## src/rtl/ghash_ctrl.sv

```systemverilog
// GHASH controller: bit-serial GF(2^128) multiply of (X ^ Y) by H, with writeback
// to an external accumulator and a tag handshake on the final block of a message.
module ghash_ctrl #(
    parameter int unsigned WIDTH = 128
) (
    input  logic             clk,
    input  logic             rst,
    input  logic             clr,
    input  logic [WIDTH-1:0] h_key,
    input  logic             h_load,
    input  logic             blk_valid,
    output logic             blk_ready,
    input  logic [WIDTH-1:0] blk_data,
    input  logic             blk_last,
    output logic             tag_valid,
    input  logic             tag_ready,
    output logic [WIDTH-1:0] tag_out,
    output logic             ac_en,
    output logic             clr_ac,
    output logic [WIDTH-1:0] ac_data_in,
    input  logic [WIDTH-1:0] ac_data_out
);

    localparam int unsigned CNT_W = $clog2(WIDTH);
    localparam logic [WIDTH-1:0] R_POLY = {8'hE1, {(WIDTH-8){1'b0}}};

    typedef enum logic [1:0] {IDLE, MUL, WB, TAG} state_t;

    state_t             state_q, state_d;
    logic [WIDTH-1:0]   h_q, h_d;
    logic [WIDTH-1:0]   z_q, z_d;
    logic [WIDTH-1:0]   v_q, v_d;
    logic [WIDTH-1:0]   s_q, s_d;
    logic [CNT_W-1:0]   cnt_q, cnt_d;
    logic               last_q, last_d;
    logic               accept_c;

    always_ff @(posedge clk or posedge rst) begin
        if (rst) begin
            state_q <= IDLE;
            h_q     <= '0;
            z_q     <= '0;
            v_q     <= '0;
            s_q     <= '0;
            cnt_q   <= '0;
            last_q  <= 1'b0;
        end else begin
            state_q <= state_d;
            h_q     <= h_d;
            z_q     <= z_d;
            v_q     <= v_d;
            s_q     <= s_d;
            cnt_q   <= cnt_d;
            last_q  <= last_d;
        end
    end

    always_comb begin
        state_d    = state_q;
        h_d        = h_q;
        z_d        = z_q;
        v_d        = v_q;
        s_d        = s_q;
        cnt_d      = cnt_q;
        last_d     = last_q;
        blk_ready  = 1'b0;
        tag_valid  = 1'b0;
        tag_out    = '0;
        ac_en      = 1'b0;
        clr_ac     = 1'b0;
        ac_data_in = '0;
        accept_c   = 1'b0;

        case (state_q)
            IDLE: begin
                blk_ready = ~h_load & ~clr;
                accept_c  = blk_valid & ~h_load & ~clr;
                if (h_load) begin
                    h_d = h_key;
                end
                if (accept_c) begin
                    z_d     = '0;
                    v_d     = h_q;
                    s_d     = blk_data ^ ac_data_out;
                    last_d  = blk_last;
                    cnt_d   = '0;
                    state_d = MUL;
                end
            end
            // S is shifted left so its MSB is always the current multiplier bit.
            MUL: begin
                if (s_q[WIDTH-1]) begin
                    z_d = z_q ^ v_q;
                end
                v_d   = (v_q >> 1) ^ (v_q[0] ? R_POLY : '0);
                s_d   = s_q << 1;
                cnt_d = cnt_q + CNT_W'(1);
                if (cnt_q == CNT_W'(WIDTH - 1)) begin
                    state_d = WB;
                end
            end
            WB: begin
                ac_en      = 1'b1;
                ac_data_in = z_q;
                state_d    = last_q ? TAG : IDLE;
            end
            TAG: begin
                tag_valid = 1'b1;
                tag_out   = ac_data_out;
                if (tag_ready) begin
                    clr_ac  = 1'b1;
                    state_d = IDLE;
                end
            end
            default: state_d = IDLE;
        endcase

        // Soft clear abandons any work in flight but keeps the loaded subkey.
        if (clr) begin
            blk_ready  = 1'b0;
            tag_valid  = 1'b0;
            tag_out    = '0;
            ac_en      = 1'b0;
            ac_data_in = '0;
            clr_ac     = 1'b1;
            state_d    = IDLE;
        end
    end

endmodule

```

## config.mk

```make
export PLATFORM = sky130hd
export DESIGN_NAME = ghash_ctrl
export DESIGN_NICKNAME = d
export VERILOG_FILES = /design/src/rtl/ghash_ctrl.sv
export SDC_FILE = /design/constraint.sdc
export NUM_CORES = 1
export LEC_CHECK = 0
export ABC_CLOCK_PERIOD_IN_PS = 42700
export CAP_MARGIN = 20
export CELL_PAD_IN_SITES_DETAIL_PLACEMENT = 0
export CELL_PAD_IN_SITES_GLOBAL_PLACEMENT = 1
export CORE_MARGIN = 10
export CORE_UTILIZATION = 42
export DETAILED_ROUTE_END_ITERATION = 7
export HOLD_SLACK_MARGIN = 0.05
export PLACE_DENSITY = 0.92
export SLEW_MARGIN = 20
export SYNTH_ARGS = -nofsm -noshare
export SYNTH_HDL_FRONTEND = slang
export SYNTH_SLANG_ARGS = --single-unit
```

## constraint.sdc

```tcl
create_clock -name clk -period 42.7 [get_ports clk]
set_input_delay 8.54 -clock clk [delete_from_list [all_inputs] [get_ports clk]]
set_output_delay 8.54 -clock clk [all_outputs]
set_load 0.02 [all_outputs]
```

==> metrics.md, run 1 <==
| Metric | Value |
|---|---|
| RSZ-0062 raised after global routing | false |
| Pwr/cell area | 53.8 nW/um^2 |
| Min-delay worst type | reg2reg |
| CP Capture Type | output pin |
| Yosys warnings | 0 |
| Clock sink count | 522 |
| FF+latch count, synth | between 500 and 600 |
| Commonest cells after routing, fill and taps aside | clkdlybuf4s50_1 (649), dfrtp_1 (522), and2_1 (326) |
| First-pass GRT wire length | ~140000 um |
| Hpwl dp | about 66000 um |
| Fin. Hold Viols | 0 |
| Async S/R FF share, synth | 100% |
| Synth Net Count | 3005 |
| GRT overflow | 0 |
| XOR/XNOR share of the synthesized area | between 4 and 5% |
| Main flop type after synthesis | dfrtp_1 |
| Hold slack | ~0.47 ns |
| Die height | 272 um |
| Syn avg cell area | 10.2 um^2 |
| Final worst setup slack | 22.83 ns |
| First-pass DRT Iterations | 5 |
| Final Critical Period | about 20 ns |
| Slew headroom | between 20% and 30% |
| Largest net degree at the start of global routing | about 170 |
| Design area | ~36000 um^2 |
| Post-synthesis sequential area ratio | ~50% |
| CTS root buf | clkbuf_16 |
| Setup Skew | approximately 0.022 ns |
| WS Path Type | in2out |
| Post-Synth Simple-Gate Area | 14.6% |
| Pleak | about 15 nW |
| Post-synth EDFFs | 0 |
| Adder-Cell Fraction of Synth Area | less than 1% |
| Slew of the pin with the lowest slew margin | between 1 and 1.5 ns |
| Placement Rows | between 90 and 100 |
| Fillcell total | 5441 |
| DR vias | between 20000 and 25000 |
| Finish-stage setup viols | 0 |
| Full die area | around 74000 um^2 |
| Final design utilization | 56.3% |
| WL/cell | approximately 24 um |
| CP Max Fanout | 103 |
| Area post-placement | about 34000 um^2 |
| Mapped Cells | roughly 2600 |
| IO Port Bufs | 650 |
| Number of vias per cell | ~5.6 |
| Cell area after synthesis | ~27000 um^2 |
| H-Tree Depth | 2 |
| Combinational family with the most area after synthesis | compound AO/OA/AOI/OAI gates |
| CP required | around 34 ns |
| Gr usage total | between 20% and 30% |
| Post-synthesis compound-gate area fraction | 15.9% |
| Starting density of the core | a little over two fifths |
| Max Cap Viol | 0 |
| Fmax | 50.3 MHz |
| Max Slew Vio Count | 0 |
| Most common cell after layout, fill and taps aside | clkdlybuf4s50_1 |
| CP Launch Type | input port |
| VDD IR max | approximately 33 uV |
| Resized Gates After CTS | 0 |
| TNS Setup | 0 ns |
| Total Wirelength | between 90000 and 100000 um |
| DRT iter0 DRCs | roughly 2000 |
| Worst-path clk slew | around 0.060 ns |
| Core Region | between 60000 and 70000 um^2 |
| Post-synthesis mux area share | between 10% and 20% |
| # DRC | 0 |
| Layout cells sized above 1 | roughly 8.3% |
| Final #Nets | between 3000 and 4000 |
| Synth cell types | 42 |
| Layout area overhead | 32.8% |
| Vias in the first global route | between 20000 and 25000 |
| CTS tree | done |
| Hold Buf Count CTS | 0 |
| Initial antenna violation count | 17 |
| Final worst-path cycle share | 46.5% |
| Deepest clock path buffer count | 3 |
| Die width | ~270 um |
| CTS buffer count | 55 |
| Detail Route Antenna Nets | 0 |
| Total I/O pin count | 651 |
| Clock latency on the worst-skew pair | about 0.60 ns |
| Arrival @ worst endpoint | 11.33 ns |
| Placer Congestion | between 1 and 1.5 |
| Post-CTS Setup Inserts | 0 |
| Setup WS pre-CTS | 22.82 ns |
| Outcome | complete, no violations |
==> where the power goes <==
part	leakage, nW	switching, mW	internal, mW
clock network	0.956	0.204	0.311
logic	7.71	0.266	0.263
registers	6.47	0.161	0.706
==> kinds of logic after synthesis <==
family / after synthesis
AOI/OAI and AO/OA: 656
muxes: 312
adders and majority gates: 1
xor gates and xnor gates: 131
and+or+nand+nor: 739
DFF: 522
buffers and inverters: 252
==> worst paths after layout <==
check                                       start                   end  slack, ns  cells after the start
setup / recovery                              clr             blk_ready      22.83                      4
hold / removal                z_q[72]$_DFFE_PP0P_   z_q[72]$_DFFE_PP0P_       0.47                      1
setup reg to reg           state_q[0]$_DFFE_PP0P_    z_q[0]$_DFFE_PP0P_      38.51                      6
hold reg to reg               z_q[72]$_DFFE_PP0P_   z_q[72]$_DFFE_PP0P_       0.47                      1
max in group asynchronous                     rst  z_q[100]$_DFFE_PP0P_      31.65                      4
min in group asynchronous                     rst   s_q[23]$_DFFE_PP0P_       8.56                      2
==> worst max-delay path, stage by stage <==
cell and delay [ns]:
clkdlybuf4s50_1 0.60, or4_4 0.86, inv_8 0.54, clkdlybuf4s50_1 0.75
==> stage by stage <==
stage | total power [mW] | instances
floorplan | 1.21 | 2613
global placement | 1.36 | 3887
detailed placement | 1.40 | 3887
CTS | 1.92 | 3986
global route | 2.02 | 3998
finish | 1.91 | 4002
==> registers in the layout, indices dropped and copies added (netlist names) <==
name	count
cnt_q	7
h_q	128
last_q	1
s_q	128
state_q	2
v_q	128
z_q	128
==> final cells by class <==
cell class	count	area (um^2)	area share [%]
diodes	15	37.5	0.106
clock buffers	79	1620	4.55
clock inverters	20	328	0.922
inverters	6	42.5	0.120
multi-input cells	1839	12700	35.6
flip-flops and latches	522	13100	36.8
well taps	846	1060	2.98
repair buffers	675	6740	19.0
==> Yosys cell counts, types with 5 or more instances <==
cell type	count	share of area, %
a21oi_1	131	2.4
a221o_1	71	2.7
a22o_1	70	2.3
and2_1	327	7.6
and3_1	74	1.7
buf_1	15	0.21
buf_2	51	0.95
buf_4	15	0.42
clkbuf_1	162	2.3
dfrtp_1	522	49
inv_1	5	0.070
mux2_2	129	5.4
mux2i_1	183	6.8
nand2_1	258	3.6
nand3_1	58	1.1
nor2_1	5	0.070
o21ai_0	244	4.6
o31ai_1	127	3.6
xor2_1	128	4.2
==> metal layers <==
metal / track usage [%] / routed length (um)
met5: 0 / 27
met2: 43.4 / 48700
met4: 6.96 / 2100
met1: 29.7 / 37000
met3: 5.27 / 6880
Power figures use the tool's default switching activity.
==> inputs of run 2 (changes only) <==
- ABC_CLOCK_PERIOD_IN_PS: 42700 -> 17900
- CORE_UTILIZATION: 42 -> 35
- PLACE_DENSITY: 0.92 -> 0.83
- clock period: 42.7 -> 17.9 ns (I/O delays scaled with it)
==> metrics.md, run 2 (synthesis gave the netlist of run 1 again) <==
| Metric | Value |
|---|---|
| R2R Path End | z_q[0]$_DFFE_PP0P_ |
| Pleak | between 15 and 20 nW |
| Slew of the pin with the lowest slew margin | ~1.1 ns |
| Largest net degree at the start of global routing | about 170 |
| WL/cell | between 20 and 25 um |
| Final worst-path cycle share | a little under three fifths |
| Finish-stage setup viols | 0 |
| Max Cap Viol | 0 |
| Full die area | 87900 um^2 |
| Clock sink count | roughly 520 |
| Layout area overhead | 33.2% |
| Placer Congestion | around 0.84 |
| Die width | about 300 um |
| Final #Nets | ~3500 |
| Setup crit start | clr |
| Total I/O pin count | about 650 |
| VDD IR max | between 100 and 150 uV |
| CTS buffer count | between 50 and 60 |
| DRT iter0 DRCs | around 1700 |
| Commonest cells after routing, fill and taps aside | clkdlybuf4s50_1 (649), dfrtp_1 (522), and2_1 (326) |
| CP required | between 10 and 15 ns |
| Starting density of the core | about a third |
| Hpwl dp | approximately 63000 um |
| # DRC | 0 |
| Clock power frac | roughly a quarter |
| FF-to-FF path depth | 6 |
| Hold Buf Count CTS | 0 |
| Detail Route Antenna Nets | 0 |
| Final Critical Period | 10.17 ns |
| IO Port Bufs | 650 |
| DR vias | approximately 22000 |
| First-pass GRT wire length | between 100000 and 150000 um |
| Setup Skew | roughly 0.040 ns |
| Number of vias per cell | 5.24 |
| Switching Power | about 1.5 mW |
| Layout cells sized above 1 | ~8.4% |
| Resized Gates After CTS | 0 |
| Hold slack | approximately 0.46 ns |
| Clock latency on the worst-skew pair | around 0.64 ns |
| Pwr/cell area | around 130 nW/um^2 |
| Min-delay worst type | reg2reg |
| Int Pwr | ~3 mW |
| Switch share | roughly a third |
| CP Max Fanout | 110 |
| Die height | approximately 300 um |
| Logic pwr share | roughly 28% |
| Slew headroom | about a quarter |
| CTS tree | done |
| Fmax | ~98 MHz |
| CP Capture Type | output pin |
| Worst-path clk slew | 0.06 ns |
| CTS root buf | clkbuf_16 |
| Vias in the first global route | 21625 |
| Outcome | complete, no violations |
| Fillcell total | about 7000 |
| Max Slew Vio Count | 0 |
| Fin. Hold Viols | 0 |
| Setup slack, reg-to-reg | approximately 14 ns |
| WS Path Type | in2out |
| Placement Rows | between 100 and 150 |
| CP Launch Type | input port |
| GRT overflow | 0 |
| Arrival @ worst endpoint | 6.59 ns |
| Core Region | 75800 um^2 |
| Post-CTS Setup Inserts | 0 |
| Total Wirelength | between 90000 and 100000 um |
| Gr usage total | around 20% |
| Worst R2R Start | state_q[0]$_DFFE_PP0P_ |
| Deepest clock path buffer count | 3 |
| TNS Setup | 0 ns |
| Initial antenna violation count | 9 |
| Reg power frac | between 40 and 50% |
| RSZ-0062 raised after global routing | false |
| H-Tree Depth | 2 |
| Most common cell after layout, fill and taps aside | clkdlybuf4s50_1 |
| Critical Path End | tag_out[122] |
| First-pass DRT Iterations | 5 |
[run 2: power groups by stage]
stage / combinational (mW) / clock [mW] / sequential [mW]
after floorplan: 0.940 / 0 / 1.94
after global placement: 1.22 / 0 / 2.06
after detailed placement: 1.26 / 0 / 2.07
after CTS: 1.26 / 1.22 / 2.06
after global routing: 1.40 / 1.27 / 2.13
final: 1.24 / 1.19 / 2.06
[run 2: worst min path at each step]
stage | slack (ns) | end | cells after the start | from
after floorplan | 0.43 | z_q[121]$_DFFE_PP0P_ | 1 | z_q[121]$_DFFE_PP0P_
after global placement | 0.45 | z_q[88]$_DFFE_PP0P_ | 1 | z_q[88]$_DFFE_PP0P_
after detailed placement | 0.45 | z_q[104]$_DFFE_PP0P_ | 1 | z_q[104]$_DFFE_PP0P_
after CTS | 0.47 | z_q[5]$_DFFE_PP0P_ | 1 | z_q[5]$_DFFE_PP0P_
after global routing | 0.47 | z_q[11]$_DFFE_PP0P_ | 1 | z_q[11]$_DFFE_PP0P_
final | 0.46 | z_q[27]$_DFFE_PP0P_ | 1 | z_q[27]$_DFFE_PP0P_
[run 2: area by class of cell]
class	instances	area (um^2)	share of cell area, %
clock inverters	14	161	0.453
repair buffers	678	6750	18.9
multi-input cells	1839	12700	35.5
well taps	978	1220	3.43
clock buffers	90	1750	4.91
flip-flops and latches	522	13100	36.6
diodes	7	17.5	0.0491
inverters	6	38.8	0.109
[run 2: worst max-delay path, stage by stage]
cell and delay [ns]:
clkdlybuf4s50_1 0.59, nor2_4 0.65, buf_4 0.75, and2_1 0.23, clkdlybuf4s50_1 0.64
[run 2: metal layers]
layer  routed length (um)  GRT usage (%)  share of wire (%)
met1                40700           27.4                 44
met2                44800           32.5                 48
met3                 5790           4.01                6.2
met4                 1330           4.09                1.4
met5                    0              0                  0
[run 2: metrics by stage]
stage               total power [mW]  instance area, um^2  util (%)  std cells  setup WS [ns]
finish                          4.50                35700      47.0       4134           7.73
floorplan                       2.88                26800         -       2613           7.23
CTS                             4.54                35600      47.0       4127           7.75
detailed placement              3.33                33700      44.5       4023           7.76
global placement                3.28                33700      44.5       4023           7.78
global route                    4.80                35700      47.0       4132           7.54
==> patch 1: new RTL, flow settings as in run 2 <==
Re-encode `state_t` (4 states) as one-hot, 4 bits wide.
--- a/src/rtl/ghash_ctrl.sv
+++ b/src/rtl/ghash_ctrl.sv
@@ -25,5 +25,5 @@
     localparam logic [WIDTH-1:0] R_POLY = {8'hE1, {(WIDTH-8){1'b0}}};
 
-    typedef enum logic [1:0] {IDLE, MUL, WB, TAG} state_t;
+    typedef enum logic [3:0] {IDLE = 4'b0001, MUL = 4'b0010, WB = 4'b0100, TAG = 4'b1000} state_t;
 
     state_t             state_q, state_d;
Function: no difference found for any inputs over 4 cycles, from zero or initial values and one cycle with rst high; so few cycles prove little.
==> patch 1 against run 2 <==
- setup slack better by 0.17 ns
- sequential share of layout area up 2.6 points
- critical path depth up 1
- critical path type unchanged
- global-route usage fell by 0.40 points
- cell count fell by 7.3%
- routed wire length decreased by 12%
- sequential cell count grew 2
- area after synthesis shrank 9.5%
- register-to-register slack better by 0.57 ns
- final area is 6.3% lower
Power is not compared: it rests on default switching activity, and its combinational part moved more than twofold at a synthesized area within 25%.
==> patch 1: results (changes against run 2) <==
stage;metric;value;unit;change
clock_tree;clk_latency;0.59;ns;was 0.64 ns
placed_design;dp_cells;3723;;was 4,023
grt;grt_max_degree;196;;was 171
route;wl_per_cell;21.4;µm;was 22.4 µm
logic_synthesis;yosysSeqAreaShare;54.2;%;was 48.8%
worst_setup_path;worstPathMaxFanout;85;;was 110
placed_design;globalplace.congestion;0.871;;was 0.838
timing;finClkSkew;0.0152;ns;was 0.0400 ns
hold_path;min_to;cnt_q[5]$_DFFE_PP0P_;;was z_q[27]$_DFFE_PP0P_
logic_synthesis;synthesis.nets;2689;;was 3,005
run_status;status;finished clean;;unchanged
grt;met3_usage;5.06;%;was 4.01%
final_layout;drive_gt1_share;8.84;%;was 8.42%
logic_synthesis;synth_cell_type_count;37;;was 42
grt;grt_util_met2;35.7;%;was 32.5%
grt;track_usage;19.6;%;was 20.0%
logic_synthesis;yosys-top-cells-count;523 x dfrtp_1, 514 x nor2_1, 256 x and2_1, 131 x xnor2_1;;was 522 x dfrtp_1, 327 x and2_1, 258 x nand2_1, 244 x o21ai_0, 183 x mux2i_1
clock_tree;numCtsBuffers;56;;was 57
grt;grt_pass1_vias;20800;;was 21,600
timing;tightest_slew;1.14;ns;was 1.11 ns
worst_setup_path;critPathArrivalTime;6.41;ns;was 6.59 ns
logic_synthesis;synth_xor_area_share;9.44;%;was 4.29%
worst_setup_path;r2r_start;state_q[2]$_DFFE_PP0P_;;was state_q[0]$_DFFE_PP0P_
route;drtIter0Drc;1225;;was 1,724
logic_synthesis;synth_area_leaders;dfrtp_1 54%, nor2_1 8.0%, and2_1 6.6%;;was dfrtp_1 49%, and2_1 7.6%, mux2i_1 6.8%
logic_synthesis;synth_compound_area_share;9.04;%;was 15.9%
logic_synthesis;synth_fa_ha_area_share;0.0517;%;was 0.0467%
grt;grtUsageMet1;22.0;%;was 27.4%
grt;grt_pass1_wl;126;mm;was 138 mm
worst_setup_path;ff2ff_setup_slack;14.67;ns;was 14.10 ns
logic_synthesis;yosys_warnings;0;;unchanged
route;vias;19400;;was 21,700
route;vias_per_cell;5.07;;was 5.24
hold_path;hp-start;cnt_q[5]$_DFFE_PP0P_;;was z_q[27]$_DFFE_PP0P_
placed_design;detailed_place_hpwl;58.4;mm;was 63.4 mm
logic_synthesis;synth.avg_cell_area;10.5;µm²;was 10.2 µm²
final_layout;final_nets;3243;;was 3,496
worst_setup_path;r2r-end;s_q[28]$_DFFE_PP0P_;;was z_q[0]$_DFFE_PP0P_
route;dr.pass1.iters;6;;was 5
[patch 1: cells by family (layout without fill, tap and decap cells)]
family	Yosys count	count (layout)
and+or+nand+nor	932	932
DFF	524	524
AOI/OAI and AO/OA	272	272
xor gates and xnor gates	261	261
buffers and inverters	179	777
muxes	128	128
adders and majority gates	1	1
other	0	5
[patch 1: worst max path at each step]
stage / start / to / slack (ns) / cells past startpoint
floorplan: rst / cnt_q[0]$_DFFE_PP0P_ / 7.20 / 1
global placement: clr / ac_data_in[75] / 7.97 / 6
detailed placement: clr / ac_data_in[83] / 7.84 / 6
CTS: clr / ac_data_in[83] / 7.85 / 6
global route: clr / ac_data_in[71] / 7.67 / 6
finish: clr / ac_data_in[71] / 7.91 / 6
[patch 1: area by class of cell]
type	count	area (µm²)
Tap cell	931	1160
Fill cell	6160	35200
Inverter	3	15.0
Sequential cell	524	13100
Antenna cell	5	12.5
Clock inverter	21	323
Timing Repair Buffer	672	6730
Clock buffer	81	1670
Multi-Input combinational cell	1594	10400
[patch 1: critical path, cell delays in order]
cell             delay, ns
clkdlybuf4s50_1       0.59
nor3_2                0.28
buf_4                 0.42
buf_4                 0.59
and2_1                0.22
clkdlybuf4s50_1       0.62
[patch 1: layer usage]
layer,wire length (µm),vias up
met3,5400,127
met1,31400,9693
li1,-,8914
met4,2310,10
met2,42700,661
met5,68,-
[patch 1: through the flow]
stage | worst slack, ns | hold WS [ns] | power, W | area (µm²)
floorplan | 7.20 | 0.442 | 0.00182 | 24200
global placement | 7.97 | 0.465 | 0.00201 | 31300
detailed placement | 7.84 | 0.476 | 0.00203 | 31400
CTS | 7.85 | 0.488 | 0.00329 | 33400
global route | 7.67 | 0.512 | 0.00341 | 33400
finish | 7.91 | 0.482 | 0.00325 | 33400
[patch 1: power breakdown]
part           internal (W)  total (W)  switching, W
Combinational      0.000254   0.000449      0.000194
Sequential          0.00139    0.00156      0.000170
Clock              0.000760    0.00124      0.000481
==> patch 2: new RTL, flow settings as in run 2 <==
Made on the original files. The parameter `WIDTH` goes from 128 to 64.
--- a/src/rtl/ghash_ctrl.sv
+++ b/src/rtl/ghash_ctrl.sv
@@ -2,5 +2,5 @@
 // to an external accumulator and a tag handshake on the final block of a message.
 module ghash_ctrl #(
-    parameter int unsigned WIDTH = 128
+    parameter int unsigned WIDTH = 64
 ) (
     input  logic             clk,
Ports: changed (5 resized); port bits go from 651 to 331. The function was not compared with the original's and may differ.
==> patch 2 against run 2 <==
- area after synthesis shrank 52%
- routed wire length shrank 59%
- count of clock-buffer cells in the layout is 54 lower
- setup slack better by 0.71 ns
- clock skew is 0.031 ns lower
- maximum frequency up 7.5%
- final area decreased by 51%
- sequential cell count fell by 257
- total power shrank 58%
- critical endpoint is now blk_ready
==> patch 2: results (changes against run 2) <==
stage;metric;value;unit;change
final_layout;flops_and_latches;265;;was 522
route;vias;9960;;was 21,700
run_status;status;finished clean;;unchanged
worst_setup_path;r2r_start;state_q[1]$_DFFE_PP0P_;;was state_q[0]$_DFFE_PP0P_
worst_setup_path;r2r-end;z_q[3]$_DFFE_PP0P_;;was z_q[0]$_DFFE_PP0P_
logic_synthesis;synth_cell_type_count;40;;was 42
worst_setup_path;critPathArrivalTime;5.88;ns;was 6.59 ns
power;power;0.00189;W;was 0.00450 W
worst_setup_path;max_stage_delay;0.93;ns;was 0.75 ns
grt;grt_pass1_vias;10800;;was 21,600
logic_synthesis;synth_xor_area_share;4.64;%;was 4.29%
final_layout;n_all_inverters;58;;was 6
logic_synthesis;synth.avg_cell_area;10.9;µm²;was 10.2 µm²
logic_synthesis;yosysSeqAreaShare;51.7;%;was 48.8%
grt;antenna_found_initial;3;;was 9
final_layout;fill_cells;3332;;was 7,071
power;leakage;7.41;nW;was 15.1 nW
worst_setup_path;cp-endpoint;blk_ready;;was tag_out[122]
logic_synthesis;synthesis.nets;1377;;was 3,005
final_layout;final-clk-cell-share;5.98;%;was 5.36%
worst_setup_path;ff2ff_setup_slack;14.64;ns;was 14.10 ns
logic_synthesis;yosys-top-cells-count;265 x dfrtp_1, 134 x and2_1, 77 x nand2_1, 70 x a221o_1, 67 x xnor2_1;;was 522 x dfrtp_1, 327 x and2_1, 258 x nand2_1, 244 x o21ai_0, 183 x mux2i_1
final_layout;synthToLayoutAreaGrowth;35.4;%;was 33.2%
final_layout;final_nets;1648;;was 3,496
route;drtIter0Drc;610;;was 1,724
final_layout;num_antenna_cells;1;;was 7
logic_synthesis;synth_area_leaders;dfrtp_1 52%, and2_1 6.5%, mux2_2 5.7%;;was dfrtp_1 49%, and2_1 7.6%, mux2i_1 6.8%
placed_design;globalplace.congestion;0.752;;was 0.838
placed_design;detailed_place_hpwl;25.3;mm;was 63.4 mm
final_layout;clkbuf_count;36;;was 90
final_layout;nMultiInputCombCells;752;;was 1,839
grt;grt_pass1_wl;60.5;mm;was 138 mm
final_layout;layout.nonclk_buf_share;19.6;%;was 18.9%
placed_design;dp_cells;1884;;was 4,023
clock_tree;numCtsBuffers;30;;was 57
grt;track_usage;16.6;%;was 20.0%
[patch 2: changes by cell type after synthesis, moves of 69 or more]
cell,before,now
and2_1,327,134
a22o_1,70,1
and3_1,74,3
clkbuf_1,162,64
nand2_1,258,77
dfrtp_1,522,265
mux2i_1,183,59
o21ai_0,244,60
o31ai_1,127,0
xor2_1,128,1
[patch 2: worst min path at each step]
stage	start	to	slack, ns	cells after the start
5_1_grt	z_q[50]$_DFFE_PP0P_	z_q[50]$_DFFE_PP0P_	0.47	1
6_report	z_q[20]$_DFFE_PP0P_	z_q[20]$_DFFE_PP0P_	0.46	1
2_1_floorplan	z_q[57]$_DFFE_PP0P_	z_q[57]$_DFFE_PP0P_	0.43	1
3_3_place_gp	z_q[35]$_DFFE_PP0P_	z_q[35]$_DFFE_PP0P_	0.45	1
4_1_cts	z_q[24]$_DFFE_PP0P_	z_q[24]$_DFFE_PP0P_	0.46	1
3_5_place_dp	z_q[25]$_DFFE_PP0P_	z_q[25]$_DFFE_PP0P_	0.46	1
